<file path="src/rtl/clock_pkg.sv">
// Shared types and helpers for the DE2 digital clock front panel.
// Contents: mode / field / panel-state enums, BCD bus width,
// one-hot destination encoder and edit-field blank mask.
package clock_pkg;

    localparam int BCD_W = 24;

    typedef enum logic [1:0] {
        MODE_CLOCK     = 2'd0,
        MODE_ALARM     = 2'd1,
        MODE_TIMER     = 2'd2,
        MODE_STOPWATCH = 2'd3
    } mode_e;

    typedef enum logic [1:0] {
        FIELD_SEC  = 2'd0,
        FIELD_MIN  = 2'd1,
        FIELD_HOUR = 2'd2
    } field_e;

    typedef enum logic [1:0] {
        ST_VIEW  = 2'd0,
        ST_EDIT  = 2'd1,
        ST_ALERT = 2'd2
    } state_e;

    // One-hot destination for command pulses, bit index = mode number.
    function automatic logic [3:0] mode_onehot(input mode_e m);
        return 4'b0001 << m;
    endfunction

    // Digit pair belonging to a field; bit5 is H1, bit0 is S0.
    function automatic logic [5:0] field_mask(input field_e f);
        logic [5:0] mask;
        case (f)
            FIELD_SEC:  mask = 6'b000011;
            FIELD_MIN:  mask = 6'b001100;
            FIELD_HOUR: mask = 6'b110000;
            default:    mask = 6'b000000;
        endcase
        return mask;
    endfunction

endpackage

</file>
<file path="src/rtl/key_edge.sv">
// Key input conditioner: 2-flop synchronizer followed by a rising-edge
// detector giving a single-cycle event per press (no auto-repeat).
// Ports: CLK, RSTN (async active-low), key (raw level, 1 = pressed),
//        evt (one-cycle press event).
module key_edge (
    input  logic CLK,
    input  logic RSTN,
    input  logic key,
    output logic evt
);

    logic       sync1_r;
    logic       sync2_r;
    logic       prev_r;
    logic [1:0] fill_r;

    // Synchronizer, previous-sample history and warm-up counter. The edge
    // detector stays quiet until all three flops hold real samples, so a
    // key held through reset release is not mistaken for a press.
    always_ff @(posedge CLK or negedge RSTN) begin
        if (!RSTN) begin
            sync1_r <= 1'b0;
            sync2_r <= 1'b0;
            prev_r  <= 1'b0;
            fill_r  <= 2'd0;
        end else begin
            sync1_r <= key;
            sync2_r <= sync1_r;
            prev_r  <= sync2_r;
            if (fill_r != 2'd3) begin
                fill_r <= fill_r + 2'd1;
            end else begin
                fill_r <= fill_r;
            end
        end
    end

    assign evt = (fill_r == 2'd3) & sync2_r & ~prev_r;

endmodule

</file>
<file path="src/rtl/clock_mode_ctrl.sv">
// Front-panel controller for the DE2 digital clock. Shares five keys and
// six HEX digits between the clock, alarm, timer and stopwatch blocks.
// Ports:
//   CLK, RSTN                     clock, async active-low reset
//   KEY_MODE/FIELD/RUN/UP/DN      raw key levels, 1 = pressed
//   CLK/ALM/TMR/SW_BCD            {H1,H0,M1,M0,S1,S0} digits per block
//   TMR_ACTIVE, TMR_DONE          timer running / reached-zero pulse
//   MODE, FIELD, EDIT_EN, ALERT   panel state
//   DST, UP_P, DN_P, RUN_P        one-hot destination + command pulses
//   DISP_BCD, DISP_BLANK          selected digits and blink mask
module clock_mode_ctrl
    import clock_pkg::*;
#(
    parameter int CLK_PER_SEC    = 5000,
    parameter int BLINK_HALF     = 2500,
    parameter int EDIT_TIMEOUT_S = 10,
    parameter int ALERT_S        = 30
) (
    input  logic             CLK,
    input  logic             RSTN,
    input  logic             KEY_MODE,
    input  logic             KEY_FIELD,
    input  logic             KEY_RUN,
    input  logic             KEY_UP,
    input  logic             KEY_DN,
    input  logic [BCD_W-1:0] CLK_BCD,
    input  logic [BCD_W-1:0] ALM_BCD,
    input  logic [BCD_W-1:0] TMR_BCD,
    input  logic [BCD_W-1:0] SW_BCD,
    input  logic             TMR_ACTIVE,
    input  logic             TMR_DONE,
    output logic [1:0]       MODE,
    output logic [1:0]       FIELD,
    output logic             EDIT_EN,
    output logic [3:0]       DST,
    output logic             UP_P,
    output logic             DN_P,
    output logic             RUN_P,
    output logic [BCD_W-1:0] DISP_BCD,
    output logic [5:0]       DISP_BLANK,
    output logic             ALERT
);

    localparam int SEC_W   = $clog2(CLK_PER_SEC);
    localparam int BLINK_W = $clog2(BLINK_HALF);
    localparam int IDLE_W  = $clog2(EDIT_TIMEOUT_S + 1);
    localparam int ALRT_W  = $clog2(ALERT_S + 1);

    logic ev_mode_s, ev_field_s, ev_run_s, ev_up_s, ev_dn_s, ev_any_s;
    logic sel_mode_s, sel_field_s, sel_run_s, sel_up_s, sel_dn_s;
    logic sec_tick_s, tmr_rise_s, edit_allowed_s, blink_clr_s;

    state_e             state_r;
    mode_e              mode_r;
    field_e             field_r;
    logic               edit_en_r, alert_r, phase_r, tmr_act_d_r;
    logic               up_p_r, dn_p_r, run_p_r;
    logic [3:0]         dst_r;
    logic [BCD_W-1:0]   disp_bcd_r;
    logic [5:0]         disp_blank_r;
    logic [SEC_W-1:0]   sec_cnt_r;
    logic [BLINK_W-1:0] blink_cnt_r;
    logic [IDLE_W-1:0]  idle_s_r;
    logic [ALRT_W-1:0]  alert_s_r;

    key_edge u_key_mode  (.CLK(CLK), .RSTN(RSTN), .key(KEY_MODE),  .evt(ev_mode_s));
    key_edge u_key_field (.CLK(CLK), .RSTN(RSTN), .key(KEY_FIELD), .evt(ev_field_s));
    key_edge u_key_run   (.CLK(CLK), .RSTN(RSTN), .key(KEY_RUN),   .evt(ev_run_s));
    key_edge u_key_up    (.CLK(CLK), .RSTN(RSTN), .key(KEY_UP),    .evt(ev_up_s));
    key_edge u_key_dn    (.CLK(CLK), .RSTN(RSTN), .key(KEY_DN),    .evt(ev_dn_s));

    assign ev_any_s   = ev_mode_s | ev_field_s | ev_run_s | ev_up_s | ev_dn_s;
    assign sec_tick_s = (sec_cnt_r == SEC_W'(CLK_PER_SEC - 1));
    assign tmr_rise_s = TMR_ACTIVE & ~tmr_act_d_r;
    // The timer may only be edited while it is stopped.
    assign edit_allowed_s = (mode_r == MODE_CLOCK) || (mode_r == MODE_ALARM) ||
                            ((mode_r == MODE_TIMER) && !TMR_ACTIVE);
    // Restart the blink so the digit being edited is shown at once.
    assign blink_clr_s = ((state_r == ST_EDIT) && (sel_up_s || sel_dn_s || sel_field_s)) ||
                         ((state_r == ST_VIEW) && sel_field_s && edit_allowed_s);

    // Fixed-priority pick of one key event per cycle: MODE > FIELD > RUN > UP > DN.
    always_comb begin
        sel_mode_s  = 1'b0;
        sel_field_s = 1'b0;
        sel_run_s   = 1'b0;
        sel_up_s    = 1'b0;
        sel_dn_s    = 1'b0;
        if (ev_mode_s) begin
            sel_mode_s = 1'b1;
        end else if (ev_field_s) begin
            sel_field_s = 1'b1;
        end else if (ev_run_s) begin
            sel_run_s = 1'b1;
        end else if (ev_up_s) begin
            sel_up_s = 1'b1;
        end else if (ev_dn_s) begin
            sel_dn_s = 1'b1;
        end else begin
            sel_mode_s = 1'b0;
        end
    end

    // Panel FSM with seconds base, blink generator and registered outputs.
    always_ff @(posedge CLK or negedge RSTN) begin
        if (!RSTN) begin
            state_r      <= ST_VIEW;
            mode_r       <= MODE_CLOCK;
            field_r      <= FIELD_SEC;
            edit_en_r    <= 1'b0;
            alert_r      <= 1'b0;
            phase_r      <= 1'b0;
            tmr_act_d_r  <= 1'b0;
            up_p_r       <= 1'b0;
            dn_p_r       <= 1'b0;
            run_p_r      <= 1'b0;
            dst_r        <= 4'd0;
            disp_bcd_r   <= {BCD_W{1'b0}};
            disp_blank_r <= 6'd0;
            sec_cnt_r    <= {SEC_W{1'b0}};
            blink_cnt_r  <= {BLINK_W{1'b0}};
            idle_s_r     <= {IDLE_W{1'b0}};
            alert_s_r    <= {ALRT_W{1'b0}};
        end else begin
            up_p_r      <= 1'b0;
            dn_p_r      <= 1'b0;
            run_p_r     <= 1'b0;
            dst_r       <= 4'd0;
            tmr_act_d_r <= TMR_ACTIVE;

            if (sec_tick_s) begin
                sec_cnt_r <= {SEC_W{1'b0}};
            end else begin
                sec_cnt_r <= sec_cnt_r + SEC_W'(1);
            end

            if (blink_clr_s) begin
                blink_cnt_r <= {BLINK_W{1'b0}};
                phase_r     <= 1'b0;
            end else if (blink_cnt_r == BLINK_W'(BLINK_HALF - 1)) begin
                blink_cnt_r <= {BLINK_W{1'b0}};
                phase_r     <= ~phase_r;
            end else begin
                blink_cnt_r <= blink_cnt_r + BLINK_W'(1);
            end

            case (mode_r)
                MODE_CLOCK:     disp_bcd_r <= CLK_BCD;
                MODE_ALARM:     disp_bcd_r <= ALM_BCD;
                MODE_TIMER:     disp_bcd_r <= TMR_BCD;
                MODE_STOPWATCH: disp_bcd_r <= SW_BCD;
                default:        disp_bcd_r <= {BCD_W{1'b0}};
            endcase

            case (state_r)
                ST_EDIT:  disp_blank_r <= phase_r ? field_mask(field_r) : 6'd0;
                ST_ALERT: disp_blank_r <= phase_r ? 6'b111111 : 6'd0;
                default:  disp_blank_r <= 6'd0;
            endcase

            // Timer expiry overrides everything, including same-cycle keys.
            if (TMR_DONE) begin
                state_r   <= ST_ALERT;
                mode_r    <= MODE_TIMER;
                field_r   <= FIELD_SEC;
                edit_en_r <= 1'b0;
                alert_r   <= 1'b1;
                alert_s_r <= {ALRT_W{1'b0}};
            end else begin
                case (state_r)
                    ST_VIEW: begin
                        if (sel_mode_s) begin
                            mode_r <= mode_e'(mode_r + 2'd1);
                        end else if (sel_field_s && edit_allowed_s) begin
                            state_r   <= ST_EDIT;
                            edit_en_r <= 1'b1;
                            field_r   <= FIELD_SEC;
                            idle_s_r  <= {IDLE_W{1'b0}};
                        end else if (sel_run_s && (mode_r >= MODE_TIMER)) begin
                            run_p_r <= 1'b1;
                            dst_r   <= mode_onehot(mode_r);
                        end else begin
                            state_r <= ST_VIEW;
                        end
                    end
                    ST_EDIT: begin
                        if (tmr_rise_s && (mode_r == MODE_TIMER)) begin
                            state_r   <= ST_VIEW;
                            edit_en_r <= 1'b0;
                            field_r   <= FIELD_SEC;
                        end else if (ev_any_s) begin
                            idle_s_r <= {IDLE_W{1'b0}};
                            if (sel_mode_s) begin
                                state_r   <= ST_VIEW;
                                edit_en_r <= 1'b0;
                                field_r   <= FIELD_SEC;
                            end else if (sel_field_s) begin
                                if (field_r == FIELD_HOUR) begin
                                    state_r   <= ST_VIEW;
                                    edit_en_r <= 1'b0;
                                    field_r   <= FIELD_SEC;
                                end else begin
                                    field_r <= field_e'(field_r + 2'd1);
                                end
                            end else if (sel_run_s) begin
                                state_r   <= ST_VIEW;
                                edit_en_r <= 1'b0;
                                field_r   <= FIELD_SEC;
                                if (mode_r == MODE_TIMER) begin
                                    run_p_r <= 1'b1;
                                    dst_r   <= mode_onehot(mode_r);
                                end else begin
                                    run_p_r <= 1'b0;
                                end
                            end else if (sel_up_s) begin
                                up_p_r <= 1'b1;
                                dst_r  <= mode_onehot(mode_r);
                            end else begin
                                dn_p_r <= 1'b1;
                                dst_r  <= mode_onehot(mode_r);
                            end
                        end else if (sec_tick_s) begin
                            if (idle_s_r == IDLE_W'(EDIT_TIMEOUT_S - 1)) begin
                                state_r   <= ST_VIEW;
                                edit_en_r <= 1'b0;
                                field_r   <= FIELD_SEC;
                            end else begin
                                idle_s_r <= idle_s_r + IDLE_W'(1);
                            end
                        end else begin
                            idle_s_r <= idle_s_r;
                        end
                    end
                    ST_ALERT: begin
                        // The key that dismisses the alert is swallowed.
                        if (ev_any_s) begin
                            state_r <= ST_VIEW;
                            alert_r <= 1'b0;
                        end else if (sec_tick_s) begin
                            if (alert_s_r == ALRT_W'(ALERT_S - 1)) begin
                                state_r <= ST_VIEW;
                                alert_r <= 1'b0;
                            end else begin
                                alert_s_r <= alert_s_r + ALRT_W'(1);
                            end
                        end else begin
                            alert_s_r <= alert_s_r;
                        end
                    end
                    default: begin
                        state_r   <= ST_VIEW;
                        edit_en_r <= 1'b0;
                        alert_r   <= 1'b0;
                    end
                endcase
            end
        end
    end

    assign MODE       = mode_r;
    assign FIELD      = field_r;
    assign EDIT_EN    = edit_en_r;
    assign ALERT      = alert_r;
    assign DST        = dst_r;
    assign UP_P       = up_p_r;
    assign DN_P       = dn_p_r;
    assign RUN_P      = run_p_r;
    assign DISP_BCD   = disp_bcd_r;
    assign DISP_BLANK = disp_blank_r;

endmodule

</file>
<file path="config.mk">
export PLATFORM = sky130hd
export DESIGN_NAME = clock_mode_ctrl
export DESIGN_NICKNAME = d
export VERILOG_FILES = /design/src/rtl/clock_pkg.sv /design/src/rtl/key_edge.sv /design/src/rtl/clock_mode_ctrl.sv
export SDC_FILE = /design/constraint.sdc
export NUM_CORES = 1
export LEC_CHECK = 0
export ABC_AREA = 1
export CAP_MARGIN = 15
export CORE_MARGIN = 4
export CORE_UTILIZATION = 48
export DETAILED_ROUTE_END_ITERATION = 8
export GPL_TIMING_DRIVEN = 1
export PLACE_DENSITY = 0.81
export SKIP_CTS_REPAIR_TIMING = 1
export SLEW_MARGIN = 5
export SYNTH_ARGS = -nofsm -noshare
export SYNTH_HDL_FRONTEND = slang
export SYNTH_SLANG_ARGS = --single-unit
</file>
<file path="constraint.sdc">
create_clock -name CLK -period 2.2 [get_ports CLK]
set_input_delay 0.33 -clock CLK [delete_from_list [all_inputs] [get_ports CLK]]
set_output_delay 0.33 -clock CLK [all_outputs]
set_load 0.02 [all_outputs]
</file>
Word-level counts from Yosys, hierarchy flattened. Index checks and enable logic that the tools add are counted. Widths: inputs -> output; s select.

Bits in registers: 106. Bits in latches: 0. Bits in writable memories: 0. Bits in read-only memories: 0. Output and inout bits: 43. Logic and storage cells: 263. Memories kept: 0.

$add $sub $neg: 11. Multiply operators: 0. Divide/modulo/power cells: 0. Order comparisons: 1. Equal/unequal tests: 39. Shifts and indexed selects: 1. Mux-type cells: 120. Bitwise gates (word level): 23. Reductions and logical operators: 31.

Operators by type and width (number): $pmux 24 s4 (1); $mux 4 (16); $mux 1 (58); $mux 2 (26); $mux 5 (5); $mux 12 (2); $ne 2x2->1 const B (10); $eq 2x2->1 const B (9); $pmux 6 s3 (1); $pmux 4 s2 (2); $add 2x1->2 const B (7); $reduce_and 7->1 (2); $add 13x1->13 const B (1); $eq 13x13->1 const B (1); $mux 13 (1); $add 12x1->12 const B (1); $eq 12x12->1 const B (1); $mux 6 (2); $ne 4x4->1 const B (3); $pmux 6 s2 (1); $reduce_bool 2->1 (6); $and 1x1->1 (11); $ne 3x3->1 const B (3); $not 1->1 (8); 29 further kinds (48).

Logic depth before layout (Yosys ltp). Gate-level depths: netlist of run 1.

Depth in word-level cells: 15. Gate-level depth with buffers: 12.

By module. From an unflattened synthesis of run 1, not the netlist that was laid out.

Cells, all modules: 599. Area, all modules: 5168.7 µm².

Modules (own cells, without submodules): clock_mode_ctrl (times used 1, cells an instance 519, area an instance 4292.9 µm²); key_edge (times used 5, cells an instance 16, area an instance 175.2 µm²).

Worst setup path after synthesis of run 1. No wires, ideal clock.

Path type: reg-to-reg. From: register mode_r[1], in the netlist MODE[1]. To: register idle_s_r[0]. Library setup time: 0.077 ns. Arrival time: 1.652 ns. Setup slack: 0.472 ns. Cell stages (with the launch flop): 13. Buffers on the path: 1. Cell sequence: dfrtp_1 -> inv_1 -> ha_1 -> buf_2 -> nor2_1 -> o21ai_1 -> nand2_2 -> nand2_1 -> nand2_1 -> clkinv_1 -> nand2_2 -> nand2_1 -> o21ai_1.

Word-level cells in the longest chain between the ends: 6.

RTL lines: start: declaration (RTL line clock_mode_ctrl.sv:54) `mode_e mode_r;`; start signal: assignment (RTL line clock_mode_ctrl.sv:173) `mode_r <= mode_e'(mode_r + 2'd1);`; $eq 2x1->1, or another cell as far along (RTL line clock_mode_ctrl.sv:76) `assign edit_allowed_s = (mode_r == MODE_CLOCK) || (mode_r == MODE_ALARM) ||`; $logic_or 1x1->1 / $logic_and 1x1->1 (equally long branches) (RTL line clock_mode_ctrl.sv:76, clock_mode_ctrl.sv:77); $logic_or 1x1->1 (RTL line clock_mode_ctrl.sv:76); $logic_and 1x1->1 (RTL line clock_mode_ctrl.sv:174) `end else if (sel_field_s && edit_allowed_s) begin`; $ne 2x1->1 (no line); $reduce_and 7->1 (no line) (*); end signal: assignment (RTL line clock_mode_ctrl.sv:122) `idle_s_r <= {IDLE_W{1'b0}};`; end signal: assignment (RTL line clock_mode_ctrl.sv:178) `idle_s_r <= {IDLE_W{1'b0}};`; end signal: assignment (RTL line clock_mode_ctrl.sv:192) `idle_s_r <= {IDLE_W{1'b0}};`; end: declaration (RTL line clock_mode_ctrl.sv:63) `logic [IDLE_W-1:0] idle_s_r;`.

Mark *: on every way between the ends. The rest lies on a longest branch, timed or not. A chain may end at the register's enable or synchronous reset.

Worst setup path in the final report of run 1.
From: register mode_r[0], in the netlist MODE[0]. To: register field_r[0], in the netlist FIELD[0].

Word-level cells in the longest chain between the ends: 6.

RTL lines: $eq 2x1->1, or another cell as far along (RTL line clock_mode_ctrl.sv:76); $logic_or 1x1->1 / $logic_and 1x1->1 (equally long branches) (RTL line clock_mode_ctrl.sv:76, clock_mode_ctrl.sv:77); $logic_or 1x1->1 (RTL line clock_mode_ctrl.sv:76); $logic_and 1x1->1 (RTL line clock_mode_ctrl.sv:174); $ne 3x2->1 (no line); $reduce_and 6->1 (no line); end signal: assignment (RTL line clock_mode_ctrl.sv:203) `field_r <= field_e'(field_r + 2'd1);`; end: declaration (RTL line clock_mode_ctrl.sv:55) `field_e field_r;`.

Parallel ways exist; a longest one is shown, timed or not.

==> impl_metrics.csv, run 1 <==
group,metric,value,unit
final_layout,syn_to_final_growth,35.48,%
sta,final.setup.tns,0,ps
setup_path,crit_chain,"inv_1 -> ha_1 -> nand3_1 -> nand2_1 -> nor2_4 -> nand3_1 -> o21ai_2 -> nor2_2 -> nand2_1 -> nand2_1 -> nand2_1",
sta,skew,11.96,ps
synthesis,ys_seq_elements,103,
clock_network,clk_pin_slew,100,ps
setup_path,critPathMaxFanout,7,
synthesis,synth_common_cells,"dfrtp_1 (103), nand2_1 (96), inv_1 (49)",
hold_path,hp-class,"flop to flop",
synthesis,synth_top_area_share,50.19,%
sta,timing.slew.headroom,64.88,%
setup_path,worstSetupPathType,"flop to flop",
drt,top_layer,"met4",
global_route,overflow,0,
clock_network,htree_levels,3,
sta,worst_pin_slew,522.8,ps
setup_path,reg2reg_slack,230,ps
clock_network,cts_root_buf,"clkbuf_8",
drt,drtIter0Drc,262,
pwr,p_per_area,601.7,nW/um^2
drt,routedLengthMet1,5351,um
floorplanning,fp.dieH,111.4,um
setup_path,r2r-start,"MODE[0]",
synthesis,yosysUniqueCellTypes,38,
pwr,vdd_ir_drop_max,396.3,uV
job,drv_cap,0,
synthesis,synth_edf_count,0,
global_route,antenna_found_initial,0,
drt,wl_met2,6973,um
sta,layout_setup_ws,231.0,ps
floorplanning,rows,37,
placement,gp_congestion,0.8755,
global_route,grt_max_degree,49,
clock_network,clockBufferDepth,2,
synthesis,async_reset_ff_share,100.0,%
pwr,p_leak,3.085,nW
sta,setup_viol,0,
hold_path,min_path_cells,0,
setup_path,critPathArrivalTime,2240,ps
synthesis,synthesis.instances,562,
setup_path,start_kind,"flop",
placement,preCtsSetupSlack,307.8,ps
sta,finalHoldViolations,0,
floorplanning,initial_core_util,49.52,%
floorplanning,dieArea,12420,sq um
setup_path,crit_top_cell,"nand2_1",
drt,drt-pass1-iter-count,5,
synthesis,syn-cell-area,5135,sq um
clock_network,clkLatencyLatePin,370,ps
synthesis,ys.flop_type,"dfrtp_1",
drt,drc,0,
sta,rsz0062_at_grt,"false",
synthesis,syn_avg_cell_area,9.137,sq um
floorplanning,io_pins,148,
clock_network,tritoncts,"yes",
drt,drt.antenna.violating_nets,0,
setup_path,cpPeakStageDelay,440,ps
setup_path,endpoint_kind,"flop",
synthesis,syn_nets,686,
synthesis,synthTopCellsByArea,"dfrtp_1 (50%), nand2_1 (7.0%), ha_1 (4.6%)",
synthesis,yosysWarnings,0,
sta,finalMaxSlewViolations,0,
synthesis,synth.most_common_cell,"dfrtp_1",
setup_path,cp_data_required_time,2470,ps
setup_path,r2r_end,"FIELD[0]",
final_layout,antenna_cells,0,
global_route,grt_pass1_wl,21870,um
clock_network,cts_buffers,9,
placement,io_buffers,147,
sta,fin_crit_sh,89.50,%
final_layout,drive_above_1_share,10.22,%
drt,drt_wl_total,13320,um
drt,routedWlPerCell,15.67,um
clock_network,clock-sinks,103,
run_status,outcome,"finished clean",
setup_path,worst_path_max_delay_cell,"dfrtp_1",
global_route,first_global_vias,4571,
drt,vias,4434,
drt,vias_per_cell,5.216,
floorplanning,core,10370,sq um
floorplanning,die_x,111.4,um
synthesis,yosysSeqAreaShare,50.19,%
setup_path,cp_num_buf_inv,1,
drt,met3_length,646,um
setup_path,path_delay_family,"simple AND/OR/NAND/NOR gates",
setup_path,r2r_cells,11,
placement,detailed_place_hpwl,10390,um
sta,fmax,507.9,MHz
final_layout,nets,833,
global_route,grt_usage,21.80,%
synthesis,yosysTopAreaCell,"dfrtp_1",
hold_path,hold_end,"u_key_up.sync2_r",
sta,layout_min_cycle_time,1969,ps
hold_path,worstHoldStart,"u_key_up.sync1_r",
==> worst max path at each step <==
stage	startpoint	end	slack (ps)	depth (start not counted)
2_1_floorplan	MODE[1]	idle_s_r[0]	470	12
3_3_place_gp	TMR_ACTIVE	FIELD[0]	390	10
3_5_place_dp	MODE[0]	FIELD[1]	310	11
4_1_cts	MODE[0]	FIELD[0]	250	11
5_1_grt	MODE[0]	FIELD[0]	100	11
6_report	MODE[0]	FIELD[0]	230	11
==> cell usage in the layout (no fill, tap or decap), drive strengths merged <==
cell type	n
nor4	5
nand3	35
nor3	13
nand3b	2
o211ai	1
dfrtp	103
o21ai	41
xor2	14
clkdlybuf4s50	146
xnor2	6
dlygate4sd3	1
mux2	5
nand2	105
ha	19
a21oi	39
nor3b	1
nor2	62
and3	2
buf	9
clkbuf	11
or2	2
nand4	6
bufinv	1
a22o	24
inv	58
clkinv	1
a31oi	2
==> area by class of cell <==
cell class	instances	area [sq um]
repair buffers	156	1551
clock buffers	11	141.4
clock inverters	5	70.07
well taps	136	170.2
fillers	826	3413
flip-flops and latches	103	2577
multi-input cells	384	2240
inverters	55	206.4
==> routing by layer <==
| metal | GRT usage (%) | vias up |
|---|---|---|
| met2 | 38.84 | 122 |
| met5 | 0 | - |
| met3 | 5.326 | 27 |
| met4 | 6.569 | 0 |
| li1 | - | 2154 |
| met1 | 26.13 | 2131 |
==> report_power, final <==
| part | internal, W | leakage [nW] | switching [W] |
|---|---|---|---|
| combinational | 0.000418 | 1.72 | 0.000397 |
| clock | 0.000582 | 0.108 | 0.000683 |
| sequential | 0.00202 | 1.26 | 0.0000854 |
==> stage by stage <==
| stage | hold slack [ps] | std cells | total power, W | util, % | area (sq um) |
|---|---|---|---|---|---|
| 2_1_floorplan | 34.41 | 562 | 0.002519 | - | 5135 |
| 3_3_place_gp | 327.8 | 833 | 0.002927 | 64.95 | 6735 |
| 3_5_place_dp | 333.4 | 833 | 0.002957 | 64.95 | 6735 |
| 4_1_cts | -82.77 | 849 | 0.004220 | 66.99 | 6947 |
| 5_1_grt | 360.6 | 850 | 0.004393 | 67.08 | 6957 |
| 6_report | 358.0 | 850 | 0.004186 | 67.08 | 6957 |
==> flip-flops by register name, summed over array words and instances (netlist names), 2 cells and up <==
signal              cells
MODE                    2
DISP_BCD               24
u_key_run.fill_r        2
u_key_mode.fill_r       2
state_r                 2
u_key_field.fill_r      2
u_key_dn.fill_r         2
u_key_up.fill_r         2
alert_s_r               5
sec_cnt_r              13
DISP_BLANK              3
blink_cnt_r            12
idle_s_r                4
DST                     4
FIELD                   2
==> kinds of logic after synthesis <==
group / synth area share (%)
AO/OA/AOI/OAI: 12.60
adder cells (fa/ha/maj): 4.630
flip-flops: 50.19
buffers and inverters: 6.189
multiplexers: 1.096
XOR/XNOR: 3.411
AND/OR/NAND/NOR: 21.88
==> worst reg2reg max path, stage by stage, from the launching register on <==
cell and delay [ps]:
dfrtp_1 440, inv_1 160, ha_1 300, nand3_1 160, nand2_1 170, nor2_4 60
nand3_1 120, o21ai_2 90, nor2_2 120, nand2_1 90, nand2_1 90, nand2_1 60
Note: power is estimated with default switching activity, not from simulation.
==> inputs of run 2 (changes only) <==
--- a/config.mk
+++ b/config.mk
@@ -10,6 +10,7 @@
 export CORE_MARGIN = 4
 export CORE_UTILIZATION = 48
 export DETAILED_ROUTE_END_ITERATION = 8
+export GPL_ROUTABILITY_DRIVEN = 0
 export GPL_TIMING_DRIVEN = 1
 export PLACE_DENSITY = 0.81
 export SKIP_CTS_REPAIR_TIMING = 1
==> run 2 against run 1 <==
  * Cell count fell by 0.12%
  * Die area did not move
  * Non-clock buffer count did not move
  * Register-to-register slack improved by 20 ps
  * Hold slack got worse by 21 ps
  * Final area fell by 0.25%
  * Critical path type unchanged
  * Largest power group unchanged
==> impl_metrics.csv, run 2 (same netlist as run 1, synthesis figures left out) <==
group,metric,value,unit
setup_path,critPathArrivalTime,2220,ps
floorplanning,rows,37,
sta,finalHoldViolations,0,
clock_network,clkLatencyLatePin,370,ps
final_layout,syn_to_final_growth,35.14,%
drt,drtIter0Drc,238,
final_layout,nets,833,
sta,timing.slew.headroom,70.86,%
setup_path,endpoint_kind,"flop",
sta,fmax,514.3,MHz
clock_network,clockBufferDepth,2,
sta,final.setup.tns,0,ps
sta,finalMaxSlewViolations,0,
setup_path,critPathMaxFanout,7,
final_layout,final_cell_area,6939,sq um
sta,worst_pin_slew,433.8,ps
drt,routedWlPerCell,15.26,um
sta,skew,9.408,ps
hold_path,hp-class,"primary input to async pin",
setup_path,critPathLaunch,"MODE[0]",
setup_path,start_kind,"flop",
sta,setup_viol,0,
final_layout,largest_reg_flops,24,
sta,rsz0062_at_grt,"false",
placement,place_area,6735,sq um
final_layout,regArea,2577,sq um
global_route,overflow,0,
floorplanning,fp.dieH,111.4,um
setup_path,worst_path_max_delay_cell,"dfrtp_1",
drt,drc,0,
clock_network,clock-sinks,103,
global_route,grt_max_degree,60,
setup_path,crit_top_cell,"nand2_1",
setup_path,cp_data_required_time,2470,ps
setup_path,crit_chain,"inv_1 -> ha_1 -> nand3_1 -> nand2_1 -> nor2_4 -> nand3_1 -> o21ai_2 -> nor2_2 -> nand2_1 -> nand2_1 -> nand2_1",
final_layout,drive_above_1_share,10.10,%
placement,io_buffers,147,
final_layout,layout_commonest_cell,"clkdlybuf4s50_1",
drt,vias_per_cell,5.161,
sta,layout_min_cycle_time,1944,ps
drt,drt-pass1-iter-count,7,
global_route,antenna_found_initial,0,
clock_network,cts_buffers,9,
final_layout,fill_cells,817,
pwr,p_per_area,590.8,nW/um^2
placement,detailed_place_hpwl,10260,um
clock_network,tritoncts,"yes",
clock_network,htree_levels,3,
global_route,grt_usage,21.80,%
setup_path,r2r-start,"MODE[0]",
drt,drt.antenna.violating_nets,0,
setup_path,cpPeakStageDelay,450,ps
setup_path,worstSetupPathType,"flop to flop",
sta,fin_crit_sh,88.39,%
clock_network,clk_pin_slew,100,ps
final_layout,layout_common_cells,"clkdlybuf4s50_1 (146), dfrtp_1 (103), nand2_1 (96)",
setup_path,path_delay_family,"simple AND/OR/NAND/NOR gates",
floorplanning,die_x,111.4,um
floorplanning,dieArea,12420,sq um
floorplanning,initial_core_util,49.52,%
pwr,power,0.004100,W
setup_path,cp_num_buf_inv,1,
drt,drt_wl_total,12960,um
drt,vias,4382,
global_route,first_global_vias,4568,
pwr,p_leak,3.071,nW
run_status,outcome,"finished clean",
clock_network,cts_root_buf,"clkbuf_8",
pwr,vdd_ir_drop_max,443.3,uV
job,drv_cap,0,
global_route,grt_pass1_wl,21910,um
floorplanning,core,10370,sq um
floorplanning,io_pins,148,
final_layout,multi_input_area,2240,sq um
final_layout,antenna_cells,0,
run 2: changes by cell type in the layout (fill, tap and decap cells not counted), sizes merged:
cell,previous run,this run
clkinvlp,0,1
clkinv,1,2
inv,58,56
clkbuf,11,10
run 2: layout make-up:
| class | count | share of cell area [%] |
|---|---|---|
| flip-flops and latches | 103 | 37.14 |
| multi-input cells | 384 | 32.28 |
| repair buffers | 156 | 22.36 |
| inverters | 55 | 2.975 |
| well taps | 136 | 2.452 |
| clock buffers | 10 | 1.839 |
| clock inverters | 5 | 0.9556 |
run 2: report_power, final:
| group | switching (W) | internal [W] | total, W |
|---|---|---|---|
| logic | 0.000392 | 0.000419 | 0.000811 |
| clock network | 0.000648 | 0.000534 | 0.00118 |
| registers | 0.0000876 | 0.00202 | 0.00211 |
run 2: final timing paths:
check                                    to  slack [ps]  cells past startpoint
max in group asynchronous            DST[2]        1210                      3
min in group CLK           u_key_up.sync2_r         360                      0
max                                FIELD[0]         260                     11
min reg2reg                u_key_up.sync2_r         360                      0
max reg2reg                        FIELD[0]         260                     11
min                         blink_cnt_r[11]         340                      2
run 2: layer usage:
layer | routed length [um] | track usage, % | share of wire (%)
met1 | 5137 | 26.45 | 40
met2 | 6886 | 37.60 | 53
met3 | 602 | 5.163 | 4.6
met4 | 332 | 8.597 | 2.6
met5 | 0 | 0 | 0
run 2: per-stage QoR:
| step | instances | util, % | hold WS, ps | setup WS [ps] |
|---|---|---|---|---|
| 2_1_floorplan | 562 | - | 34.41 | 471.9 |
| 3_3_place_gp | 833 | 64.95 | 191.2 | 393.4 |
| 3_5_place_dp | 833 | 64.95 | 197.0 | 306.2 |
| 4_1_cts | 848 | 66.82 | -218.1 | 275.6 |
| 5_1_grt | 849 | 66.92 | 357.5 | 80.45 |
| 6_report | 849 | 66.92 | 336.6 | 255.5 |
==> inputs of run 3 (changes only) <==
--- a/config.mk
+++ b/config.mk
@@ -9,6 +9,7 @@
 export CAP_MARGIN = 15
 export CORE_MARGIN = 4
 export CORE_UTILIZATION = 48
+export CTS_CLUSTER_SIZE = 16
 export DETAILED_ROUTE_END_ITERATION = 8
 export GPL_ROUTABILITY_DRIVEN = 0
 export GPL_TIMING_DRIVEN = 1
==> results of run 3 <==
The final DEF is identical to that of run 2; final timing and power are the same.
